[config.mk]
export PLATFORM = sky130hd
export DESIGN_NAME = spi_write_slave
export DESIGN_NICKNAME = d
export VERILOG_FILES = /design/src/rtl/spi_write_slave.sv
export SDC_FILE = /design/constraint.sdc
export NUM_CORES = 1
export LEC_CHECK = 0
export BUFFER_PORTS_ARGS = -buffer_cell sky130_fd_sc_hd__buf_2
export CAP_MARGIN = 15
export CORE_MARGIN = 2
export CORE_UTILIZATION = 38
export CTS_CLUSTER_DIAMETER = 80
export DETAILED_ROUTE_END_ITERATION = 6
export PLACE_DENSITY = 0.64
export SYNTH_ARGS = -nofsm -noshare
export SYNTH_HDL_FRONTEND = slang
export SYNTH_SLANG_ARGS = --single-unit
export TNS_END_PERCENT = 20
[constraint.sdc]
create_clock -name clk_i -period 1.5 [get_ports clk_i]
set_clock_uncertainty 0.05 [all_clocks]
set_input_delay 0.3 -clock clk_i [delete_from_list [all_inputs] [get_ports clk_i]]
set_output_delay 0.3 -clock clk_i [all_outputs]
set_load 0.01 [all_outputs]
[src/rtl/spi_write_slave.sv]
// SPI write-only target: oversamples CS/SCLK/SDATA on clk_i, shifts in an LSB-first address+data
// frame and emits a one-cycle write strobe (we_o) or, for a wrong bit count, an error pulse (err_o).
module spi_write_slave #(
  parameter int SYNC_STAGES = 2,
  parameter int ADDR_W      = 8,
  parameter int DATA_W      = 8
) (
  input  logic              clk_i,
  input  logic              rst_i,
  input  logic              cs_i,
  input  logic              sclk_i,
  input  logic              sdata_i,
  output logic [ADDR_W-1:0] addr_o,
  output logic [DATA_W-1:0] wdata_o,
  output logic              we_o,
  output logic              err_o
);

  localparam int N       = ADDR_W + DATA_W;
  localparam int CNT_W   = $clog2(N + 1);
  localparam int FLUSH_W = $clog2(SYNC_STAGES + 1);

  localparam logic [CNT_W-1:0]   COUNT_FULL = CNT_W'(N);
  localparam logic [FLUSH_W-1:0] FLUSH_DONE = FLUSH_W'(SYNC_STAGES);

  localparam logic [0:0] IDLE  = 1'b0;
  localparam logic [0:0] SHIFT = 1'b1;

  logic [SYNC_STAGES-1:0] csSync_q, sclkSync_q, sdSync_q;
  logic                   csDly_q, sclkDly_q;
  logic                   csS, sclkS, sdS;
  logic                   sclkRise, csFall, csRise;

  logic [0:0]        state_q, state_d;
  logic [CNT_W-1:0]  count_q, count_d;
  logic              overrun_q, overrun_d;
  logic [N-1:0]      shift_q, shift_d;
  logic              goodPend_q, goodPend_d;
  logic              errPend_q, errPend_d;
  logic [ADDR_W-1:0] addr_q;
  logic [DATA_W-1:0] wdata_q;
  logic              we_q, err_q;
  logic              armed_q, armed_d;
  logic [FLUSH_W-1:0] flush_q;
  logic              flushDone;

  assign csS   = csSync_q[SYNC_STAGES-1];
  assign sclkS = sclkSync_q[SYNC_STAGES-1];
  assign sdS   = sdSync_q[SYNC_STAGES-1];

  assign sclkRise = sclkS & ~sclkDly_q;
  assign csFall   = ~csS & csDly_q;
  assign csRise   = csS & ~csDly_q;

  // A frame may only start once the chains hold real pin samples and CS has been seen high,
  // so a CS held low across reset cannot masquerade as a fresh falling edge.
  assign flushDone = (flush_q == FLUSH_DONE);
  assign armed_d   = armed_q | (flushDone & csS);

  always_comb begin
    state_d    = state_q;
    count_d    = count_q;
    overrun_d  = overrun_q;
    shift_d    = shift_q;
    goodPend_d = 1'b0;
    errPend_d  = 1'b0;
    case (state_q)
      IDLE: begin
        if (csFall && armed_q) begin
          state_d   = SHIFT;
          count_d   = '0;
          overrun_d = 1'b0;
        end
      end
      SHIFT: begin
        // CS rising wins over a coincident SCLK edge: the frame is judged on the count already held.
        if (csRise) begin
          state_d = IDLE;
          if (count_q == COUNT_FULL && !overrun_q) begin
            goodPend_d = 1'b1;
          end else if (count_q != '0) begin
            errPend_d = 1'b1;
          end
        end else if (sclkRise) begin
          if (count_q == COUNT_FULL) begin
            overrun_d = 1'b1;
          end else begin
            shift_d = {sdS, shift_q[N-1:1]};
            count_d = count_q + CNT_W'(1);
          end
        end
      end
      default: state_d = IDLE;
    endcase
  end

  always_ff @(posedge clk_i) begin
    if (rst_i) begin
      csSync_q   <= '1;
      sclkSync_q <= '0;
      sdSync_q   <= '0;
      csDly_q    <= 1'b1;
      sclkDly_q  <= 1'b0;
      state_q    <= IDLE;
      count_q    <= '0;
      overrun_q  <= 1'b0;
      shift_q    <= '0;
      goodPend_q <= 1'b0;
      errPend_q  <= 1'b0;
      addr_q     <= '0;
      wdata_q    <= '0;
      we_q       <= 1'b0;
      err_q      <= 1'b0;
      armed_q    <= 1'b0;
      flush_q    <= '0;
    end else begin
      csSync_q   <= {csSync_q[SYNC_STAGES-2:0], cs_i};
      sclkSync_q <= {sclkSync_q[SYNC_STAGES-2:0], sclk_i};
      sdSync_q   <= {sdSync_q[SYNC_STAGES-2:0], sdata_i};
      csDly_q    <= csS;
      sclkDly_q  <= sclkS;
      state_q    <= state_d;
      count_q    <= count_d;
      overrun_q  <= overrun_d;
      shift_q    <= shift_d;
      goodPend_q <= goodPend_d;
      errPend_q  <= errPend_d;
      we_q       <= goodPend_q;
      err_q      <= errPend_q;
      armed_q    <= armed_d;
      if (!flushDone) begin
        flush_q <= flush_q + FLUSH_W'(1);
      end
      if (goodPend_q) begin
        addr_q  <= shift_q[ADDR_W-1:0];
        wdata_q <= shift_q[N-1:ADDR_W];
      end
    end
  end

  assign addr_o  = addr_q;
  assign wdata_o = wdata_q;
  assign we_o    = we_q;
  assign err_o   = err_q;

endmodule

======== Yosys cells after proc, flatten, opt, wreduce, memory -nomap -nowiden ========
Cells that the tools add are included.
operators by class
  add/subtract/negate cells ............... 2
  multipliers ............................. 0
  divide/modulo/power cells ............... 0
  magnitude comparators ................... 0
  eq/ne operators ......................... 7
  shift-type cells ........................ 0
  multiplexer cells ....................... 15
  bitwise logic cells ..................... 11
  reductions and logical operators ........ 9
operator list
  cell                                                    number
  2-to-1 mux 5 bit                                        4
  AND reduction 4 bit                                     3
  case mux 5 bit (2 select lines)                         1
  2-to-1 mux 1 bit                                        8
  inequality test 2 bit (second input constant)           4
  inverter 1 bit                                          6
  adder 5 x 1 -> 5 bit (second input constant)            1
  equality test 5 bit (second input constant)             1
  nonzero test 5 bit                                      1
  AND 1 bit                                               4
  case mux 1 bit (2 select lines)                         2
  OR reduction 4 bit                                      1
  OR reduction 3 bit                                      1
  adder 2 x 1 -> 2 bit (second input constant)            1
  equality test 2 bit (second input constant)             1
  logical AND 1 bit                                       2
  inequality test 2 x 1 -> 1 bit (second input constant)  1
  logical NOT 1 bit                                       1
  OR 1 bit                                                1
word-level totals
  register bits ........................... 54
  latch bits .............................. 0
  RAM bits ................................ 0
  ROM bits ................................ 0
  bits of input ports ..................... 5
  output and inout port bits .............. 18
  memories kept ........................... 0

======== Depth between registers and ports, before layout ========
Gate-level depths: netlist of the first run.
  depth after elaboration ................. 5
  gate-level depth with buffers ........... 8
  gate-level depth less buffers ........... 6

======== Worst setup path after synthesis of the first run ========
Ideal clock, no wire load.
  kind .................................... register to register
  start point ............................. register count_q[0]
  end point ............................... register shift_q[0]
  data arrival time ....................... 1,389 ps
  data required time ...................... 1,322 ps
  slack ................................... -66 ps
  cell stages (with the launch flop) ...... 9
  path through ............................ dfxtp_1 inv_1 ha_1 nand4bb_1 nand4_1 buf_2 buf_6 mux2i_1 nor2_1
on the way
  longest elaborated chain between the ends .. 3
RTL lines
  what                                  RTL line  RTL
  start, declared                       35        logic [CNT_W-1:0] count_q, count_d;
  start signal, assigned                123       count_q <= count_d;
  equality test 5 bit                   85        if (count_q == COUNT_FULL) begin
  inverter 1 bit (no source line)       --
  AND reduction 4 bit (no source line)  --
  end signal, assigned                  125       shift_q <= shift_d;
  end, declared                         37        logic [N-1:0] shift_q, shift_d;
No other way between the ends.
A chain may end at the register's enable or synchronous reset.

======== Worst setup path in the final report of the first run ========
Ends and elaborated chain as after synthesis.

==> impl_metrics.json, run 1 <==
{
  "ys_ff_latch": 54,
  "die_w_microns": 76.63,
  "synthDominantCellAreaShare_pct": 53.93,
  "violations": "negative setup slack",
  "cts_root_buf": "clkbuf_8",
  "grt_pass1_vias": 1307,
  "antennaDiodeCount": 0,
  "worstRegToRegCells": 8,
  "cts.htree.levels": 2,
  "synthMuxAreaShare_pct": 15.98,
  "syn_area_sq_um": 2004,
  "portBuffers": 22,
  "fmax_mhz": 660.5,
  "yosysWarnings": 0,
  "criticalPathCategory": "reg2reg",
  "syn_to_final_growth_pct": 20.60,
  "power.density_nw_per_um2": 1002,
  "drtIter0Drc": 51,
  "dp.final_hpwl_mm": 2.227,
  "drv_slew": 0,
  "yosys.area.top_type": "dfxtp_1",
  "grt_max_degree": 24,
  "place_congestion": 0.8098,
  "synth_top_family_by_area": "simple AND/OR/NAND/NOR gates",
  "syn_area_per_cell_sq_um": 10.39,
  "min_path_type": "in2reg",
  "synth.net_count": 201,
  "slowest_delay_ns": 0.33,
  "antenna_found_initial": 0,
  "cts_tree": "built",
  "drtAntennaViolNets": 0,
  "cp-end-kind": "flop",
  "dp_slack_ns": -0.03198,
  "hold_viol_final": 0,
  "wl_mm": 3.426,
  "max-cap-violations": 0,
  "start_util_pct": 39.25,
  "synthAdderAreaFrac_pct": 1.873,
  "die_height_microns": 76.63,
  "fin_crit_sh_pct": 100.9,
  "synth_area_leaders": "dfxtp_1 (54%), mux2i_1 (16%), nor2_1 (6.9%)",
  "synth_compound_gate_area_share_pct": 5.930,
  "synthSimpleGateAreaFrac_pct": 17.54,
  "path_cells": "inv_2, ha_4, nand4bb_1, nand4_1, buf_6, clkbuf_16, mux2i_1, nor2_1",
  "num_io_pins": 23,
  "hold-path-cell-count": 2,
  "fin_nets": 236,
  "worstReg2RegStart": "count_q[0]",
  "core_sq_um": 5107,
  "gr-total-overflow": 0,
  "cts_made_buffers": 5,
  "grt_usage_pct": 12.20,
  "cp-start-kind": "flop",
  "wl_per_cell_microns": 11.50,
  "tightest_slew_ns": 0.2979,
  "p_leak_nw": 1.067,
  "vias_per_cell": 4.621,
  "ctsHoldBuffers": 0,
  "worst_slack_ns": -0.01409,
  "clkSlewWorstSetupHoldPaths_ns": 0.09,
  "yosys.cell_types.count": 32,
  "setup_viol": 5,
  "synthXorXnorAreaFrac_pct": 0.4370,
  "power_w": 0.002422,
  "cp_data_required_time_ns": 1.65,
  "cp_slowest_cell": "dfxtp_2",
  "holdCritStartpoint": "cs_i",
  "crit_arrival_ns": 1.66,
  "dieArea_sq_um": 5871,
  "slew_headroom_pct": 80.11,
  "drive_above_1_share_pct": 25.00,
  "drc": 0,
  "cts.sinks": 54,
  "setup.worst_path.start": "count_q[0]",
  "outcome": "complete, but fails checks",
  "period_minus_slack_ns": 1.514,
  "vias": 1377,
  "syn_inst": 193,
  "grt_pass1_wl_mm": 5.789,
  "clock_path_buffers": 2,
  "rsz0062_at_grt": "true",
  "insertion_delay_ns": 0.30,
  "vdd_drop_max_v": 0.0007809,
  "num_rows": 26,
  "yosysSeqAreaShare_pct": 53.93,
  "cp_max_fo": 8,
  "firstDrtPassIters": 4
}
-- worst max-delay path, delay by kind of cell, from the launching register on --
family | cells | cell delay, ns
simple gates | 3 | 0.32
mux | 1 | 0.18
flops | 1 | 0.33
buf+inv | 3 | 0.38
fa+ha+maj | 1 | 0.14
-- path summary, 6_finish.rpt --
path,end,slack (ns)
setup reg to reg,shift_q[0],-0.01
hold reg to reg,csSync_q[1],0.37
setup / recovery,shift_q[0],-0.01
hold / removal,csSync_q[0],0.12
-- cell usage after synthesis --
master / n
o21a_1: 1
o21ai_0: 2
nand2b_1: 2
inv_1: 5
nor3_1: 2
and4bb_2: 1
xor2_1: 1
a41oi_1: 1
a31oi_1: 1
a211oi_1: 3
nand4_1: 1
mux2i_1: 32
and4bb_1: 1
nand2_1: 6
clkbuf_1: 5
a21oi_1: 4
dfxtp_1: 54
nor2_1: 37
or2_1: 4
nand4bb_1: 1
or4_1: 1
a31oi_2: 1
nor2b_1: 8
a2bb2oi_1: 1
nand3b_1: 1
nor2b_2: 1
a32o_2: 2
ha_1: 3
buf_2: 3
or2_0: 1
nand3_1: 4
buf_6: 3
-- metrics by stage --
step | util, % | hold slack (ns) | instances | setup TNS [ns] | area [sq um]
floorplan | - | 0.3332 | 193 | 0 | 2012
global placement | 44.05 | 0.3365 | 287 | 0 | 2250
detailed placement | 44.05 | 0.3464 | 287 | -0.03198 | 2250
CTS | 45.61 | 0.1103 | 294 | 0 | 2330
global route | 47.33 | 0.1117 | 298 | -1.399 | 2417
finish | 47.33 | 0.1197 | 298 | -0.02365 | 2417
-- state kept, by name, indices dropped and copies added (netlist names), 2 cells and up --
signal / cells
sclkSync_q: 2
flush_q: 2
csSync_q: 2
sdSync_q: 2
shift_q: 16
addr_o: 8
wdata_o: 8
count_q: 5
-- layout make-up --
| cell class | count | area [sq um] |
|---|---|---|
| clock inverters | 1 | 7.507 |
| clock buffers | 6 | 72.57 |
| multi-input cells | 123 | 857.1 |
| inverters | 5 | 18.77 |
| flip-flops and latches | 54 | 1085 |
| repair buffers | 39 | 289.0 |
| well taps | 70 | 87.58 |
| fillers | 493 | 2690 |
-- per-layer routing --
metal	up-vias	share of wire, %	global-route usage [%]
met5	-	0	0
met3	8	3.1	2.607
li1	715	-	-
met4	0	2.6	7.091
met1	634	49	15.12
met2	20	45	19.56
-- report_power, final --
| group | total (W) | switching (W) | leakage, nW | internal, W |
|---|---|---|---|---|
| registers | 0.00150 | 0.0000242 | 0.438 | 0.00148 |
| clock network | 0.000762 | 0.000442 | 0.0373 | 0.000321 |
| logic | 0.000157 | 0.0000853 | 0.592 | 0.0000722 |
-- cells by family (layout without fill, tap and decap cells) --
group / count (synthesis) / in the layout
AOI/OAI and AO/OA: 16 / 16
muxes: 32 / 32
xor gates and xnor gates: 1 / 1
buffers and inverters: 16 / 51
and+or+nand+nor: 71 / 71
DFF: 54 / 54
adders and majority gates: 3 / 3
-- cell usage in the layout, fill, tap and decap left out, types with 5 or more instances in the layout --
cell type  count
clkbuf_8       5
nor2_1        37
mux2i_1       32
nor2b_1        8
dfxtp_1       51
nand2_1        6
buf_4         13
buf_2         22
-- repair_timing --
action / CTS / global route
gates cloned: 0 / 2
setup buffers: 0 / 2
resized for setup: 0 / 6
endpoints found under the setup margin: 3 / 18
pin swaps: 3 / 3
Note: power is estimated with default switching activity, not from simulation.
==> run 2: changes to the inputs <==
Settings changed: CELL_PAD_IN_SITES_DETAIL_PLACEMENT from default to 0, CELL_PAD_IN_SITES_GLOBAL_PLACEMENT from default to 2, CORE_UTILIZATION 38 to 33, PLACE_DENSITY 0.64 to 0.8.
==> run 2 against run 1 <==
Effect of this change: first-iteration DRC count grew 31%; critical path type unchanged; flip-flop and latch count is the same; core utilization fell by 5.9 points; the flow now finishes without violations; final cell count is 3.0% higher; non-clock buffer count is 3 higher.
==> impl_metrics.json, run 2 (synthesized netlist as in run 1, its figures left out) <==
{
  "outcome": "finished clean",
  "firstDrtPassIters": 4,
  "clkSlewWorstSetupHoldPaths_ns": 0.09,
  "vdd_drop_max_v": 0.0008327,
  "num_io_pins": 23,
  "gr-total-overflow": 0,
  "largest_reg_flops": 16,
  "p_leak_nw": 1.077,
  "cp-end-kind": "flop",
  "portBuffers": 22,
  "cts_tree": "built",
  "cts.sinks": 54,
  "cts_root_buf": "clkbuf_8",
  "syn_to_final_growth_pct": 21.66,
  "final_core_util_pct": 41.43,
  "power_w": 0.002499,
  "cp_data_required_time_ns": 1.68,
  "dp.final_hpwl_mm": 2.244,
  "p_clk_share_pct": 33.4,
  "fillCellCount": 590,
  "antennaDiodeCount": 0,
  "min_path_type": "in2reg",
  "drc": 0,
  "dp_slack_ns": -0.01171,
  "multiInputGateArea_sq_um": 853.3,
  "die_height_microns": 81.94,
  "drtAntennaViolNets": 0,
  "rsz0062_at_grt": "true",
  "final_cell_mix": "dfxtp_1 (52), nor2_1 (37), mux2i_1 (31)",
  "wl_per_cell_microns": 11.62,
  "drv_slew": 0,
  "drtIter0Drc": 67,
  "fmax_mhz": 674.6,
  "setup_viol": 0,
  "cts.htree.levels": 2,
  "fin_nets": 239,
  "start_util_pct": 34.06,
  "hold_viol_final": 0,
  "dieArea_sq_um": 6713,
  "place_congestion": 0.7887,
  "grt_max_degree": 32,
  "cp_max_fo": 3,
  "wl_mm": 3.568,
  "criticalPathCategory": "reg2reg",
  "power.internal_w": 0.001933,
  "placedCellCount": 296,
  "slew_headroom_pct": 78.88,
  "tightest_slew_ns": 0.3168,
  "seq_power_share_pct": 60.0,
  "die_w_microns": 81.94,
  "clock_path_buffers": 2,
  "swShare_pct": 22.65,
  "crit_arrival_ns": 1.66,
  "cp-start-kind": "flop",
  "insertion_delay_ns": 0.30,
  "fin_crit_sh_pct": 98.83,
  "fin_cells": 307,
  "mostFrequentLayoutCell": "dfxtp_1",
  "grt_pass1_wl_mm": 5.740,
  "num_rows": 28,
  "period_minus_slack_ns": 1.482,
  "grt_pass1_vias": 1217,
  "vias_per_cell": 4.443,
  "regArea_sq_um": 1084,
  "regMostFlops": "shift_q",
  "worst_slack_ns": 0.01753,
  "switchingPower_w": 0.0005660,
  "power.density_nw_per_um2": 1025,
  "combPwrFrac_pct": 6.6,
  "vias": 1364,
  "cts_made_buffers": 5,
  "grt_usage_pct": 11.15,
  "antenna_found_initial": 0,
  "max-cap-violations": 0,
  "core_sq_um": 5886,
  "drive_above_1_share_pct": 25.86
}
run 2: cell count changes in the layout (fill, tap and decap cells not counted), sizes merged:
| cell | previous run | this run |
|---|---|---|
| buf | 37 | 41 |
| clkinvlp | 1 | 0 |
| inv | 5 | 6 |
run 2: final timing paths:
check | slack (ns) | to | cells past startpoint | startpoint
worst max register to register | 0.02 | count_q[2] | 5 | count_q[0]
worst min register to register | 0.36 | csSync_q[1] | 1 | csSync_q[0]
worst min-delay path | 0.12 | csSync_q[0] | 2 | cs_i
worst max-delay path | 0.02 | count_q[2] | 5 | count_q[0]
run 2: per-stage QoR:
| stage | hold slack (ns) | area, sq um | setup TNS [ns] |
|---|---|---|---|
| after floorplan | 0.3332 | 2012 | 0 |
| after global placement | 0.3364 | 2286 | 0 |
| after detailed placement | 0.3385 | 2286 | -0.01171 |
| after CTS | 0.1109 | 2391 | 0 |
| after global routing | 0.1197 | 2439 | -1.056 |
| final | 0.1248 | 2439 | 0 |
run 2: repair_timing:
item                                    4_1_cts  5_1_grt
gates cloned                                  0        1
hold buffers                                  0        0
endpoints found under the setup margin        1       19
buffers inserted                              0        2
pin swaps                                     1        2
gates resized for setup                       1        3
run 2: cell type report:
| class | instances | area share (%) |
|---|---|---|
| flip-flops and latches | 54 | 44.43 |
| well taps | 75 | 3.848 |
| inverters | 5 | 0.7696 |
| clock inverters | 1 | 0.3592 |
| multi-input cells | 123 | 34.99 |
| clock buffers | 7 | 3.540 |
| repair buffers | 42 | 12.06 |
run 2: metal layers:
layer | share of wire (%) | GRT usage (%) | up-vias
met4 | 2.0 | 4.000 | 0
met1 | 52 | 15.61 | 611
met2 | 43 | 16.18 | 20
li1 | - | - | 726
met5 | 0 | 0 | -
met3 | 3.0 | 3.297 | 7
run 2: worst max-delay path: stages, from the launching register on:
cell and delay (ns):
dfxtp_2 0.34, inv_2 0.05, ha_4 0.15, and4bb_2 0.23, or4_1 0.47, a31oi_1 0.13
run 2: power groups by stage:
stage,combinational [W],clock [W],sequential [W]
floorplan,0.000134,0,0.00153
global placement,0.000160,0,0.00153
detailed placement,0.000165,0,0.00153
CTS,0.000166,0.000883,0.00150
global route,0.000197,0.000944,0.00150
finish,0.000165,0.000835,0.00150
==> run 3: changes to the inputs <==
Settings changed: CORE_UTILIZATION 33 to 36, PLACE_DENSITY 0.8 to 0.82.
Clock period 1.5 ns to 1.45 ns, I/O delays scaled along.
==> run 3 against run 2 <==
Effect of this change: routed wire length grew 1.6%; the run now ends with negative setup slack left; highest routed layer unchanged; sequential power up 3%; register-to-register slack got worse by 0.05 ns; power is 11% higher; core utilization grew 4.5 points; flip-flop and latch count is the same; clock-buffer cell count fell by 1; non-clock buffer count rose by 1; via count rose by 3.2%; clock power is 27% higher; critical path depth rose by 3.
==> impl_metrics.json, run 3 (synthesized netlist as in run 1, its figures left out) <==
{
  "fin_cells": 305,
  "holdCritStartpoint": "cs_i",
  "cp-end-kind": "flop",
  "fillCellCount": 511,
  "cp_max_fo": 4,
  "criticalPathCategory": "reg2reg",
  "clkSlewWorstSetupHoldPaths_ns": 0.10,
  "start_util_pct": 36.85,
  "antenna_found_initial": 0,
  "slew_headroom_pct": 82.64,
  "cp_data_required_time_ns": 1.60,
  "cp-start-kind": "flop",
  "min_path_type": "in2reg",
  "placedCellCount": 292,
  "die_w_microns": 78.62,
  "fin_nets": 240,
  "wl_per_cell_microns": 11.89,
  "power.density_nw_per_um2": 1115,
  "core_sq_um": 5439,
  "cts.htree.levels": 2,
  "largest_reg_flops": 16,
  "grt_pass1_vias": 1325,
  "worstRegToRegCells": 8,
  "portBuffers": 22,
  "period_minus_slack_ns": 1.484,
  "ctsHoldBuffers": 0,
  "holdPathEnd": "csSync_q[0]",
  "firstDrtPassIters": 4,
  "insertion_delay_ns": 0.30,
  "fin_crit_sh_pct": 102.4,
  "outcome": "complete, but fails checks",
  "rsz0062_at_grt": "true",
  "crit_arrival_ns": 1.63,
  "worstReg2RegStart": "count_q[0]",
  "cts_tree": "built",
  "tightest_slew_ns": 0.2599,
  "hold_viol_final": 0,
  "cts_made_buffers": 5,
  "drc": 0,
  "regMostFlops": "shift_q",
  "die_height_microns": 78.62,
  "violations": "negative setup slack",
  "drv_slew": 0,
  "cts.sinks": 54,
  "grt_max_degree": 23,
  "wl_mm": 3.625,
  "r2r-end": "shift_q[14]",
  "max-cap-violations": 0,
  "num_rows": 27,
  "dieArea_sq_um": 6180,
  "final_core_util_pct": 45.89,
  "vdd_drop_max_v": 0.0005778,
  "place_congestion": 0.8107,
  "syn_to_final_growth_pct": 24.53,
  "worst_slack_ns": -0.03425,
  "regArea_sq_um": 1086,
  "rrSetupSlack_ns": -0.03,
  "fmax_mhz": 673.7,
  "setup.worst_path.start": "count_q[0]",
  "drtIter0Drc": 34,
  "drive_above_1_share_pct": 27.47,
  "dp.final_hpwl_mm": 2.323,
  "vias_per_cell": 4.616,
  "multiInputGateArea_sq_um": 857.1,
  "setup_viol": 11,
  "final_cell_mix": "dfxtp_1 (50), nor2_1 (37), mux2i_1 (32)",
  "antennaDiodeCount": 0,
  "num_io_pins": 23,
  "p_leak_nw": 1.113,
  "gr-total-overflow": 0,
  "vias": 1408,
  "mostFrequentLayoutCell": "dfxtp_1",
  "hold-path-cell-count": 2,
  "cts_root_buf": "clkbuf_8",
  "grt_pass1_wl_mm": 6.016,
  "drtAntennaViolNets": 0,
  "clock_path_buffers": 2,
  "grt_usage_pct": 12.30
}
run 3: area by class of cell:
class | count | share of cell area (%)
clock buffers | 6 | 3.308
inverters | 5 | 0.7519
well taps | 72 | 3.609
clock inverters | 2 | 1.554
multi-input cells | 123 | 34.34
flip-flops and latches | 54 | 43.51
repair buffers | 43 | 12.93
run 3: power breakdown:
part	leakage (nW)	total, W	internal, W	switching [W]
logic	0.614	0.000174	0.0000789	0.0000950
registers	0.438	0.00155	0.00153	0.0000237
clock network	0.0618	0.00106	0.000568	0.000488
total	1.11	0.00278	0.00218	0.000606
run 3: worst max path at each step:
stage,to,slack [ns],cells past startpoint
3_3_place_gp,count_q[2],0.04,5
3_5_place_dp,count_q[2],-0.02,5
2_1_floorplan,shift_q[0],0.02,8
5_1_grt,shift_q[14],-0.13,8
4_1_cts,count_q[2],-0.02,4
6_report,shift_q[14],-0.03,8
run 3: per-stage QoR:
step	total power [W]	worst slack (ns)	instance area [sq um]	TNS, ns	hold WS, ns
after detailed placement	0.001760	-0.01658	2275	-0.01658	0.3435
after global placement	0.001753	0.03567	2275	0	0.3396
final	0.002784	-0.03425	2496	-0.1611	0.1126
after global routing	0.002918	-0.1304	2496	-1.601	0.1090
after floorplan	0.001721	0.01573	2019	0	0.3332
after CTS	0.002825	-0.02469	2407	-0.02469	0.1076
run 3: timing repair:
item | in CTS | in global routing
resized for setup | 2 | 5
cloned | 0 | 3
pin swaps | 0 | 4
buffers inserted | 0 | 2
setup endpoints to repair | 7 | 18
run 3: metal layers:
| metal | global-route usage (%) | vias to the layer above | part of all wire, % |
|---|---|---|---|
| met5 | 0 | - | 0 |
| met4 | 3.158 | 0 | 0.44 |
| met3 | 3.793 | 2 | 3.3 |
| met2 | 19.91 | 20 | 45 |
| met1 | 15.93 | 658 | 52 |
| li1 | - | 728 | - |
run 3: worst max-delay path, cell delays in order, from the launching register on:
cell and delay (ns):
dfxtp_2 0.34, inv_2 0.07, ha_4 0.13, nand4bb_1 0.14, nand4_1 0.12, buf_6 0.14, clkbuf_16 0.15, mux2i_1 0.19
nor2_1 0.05
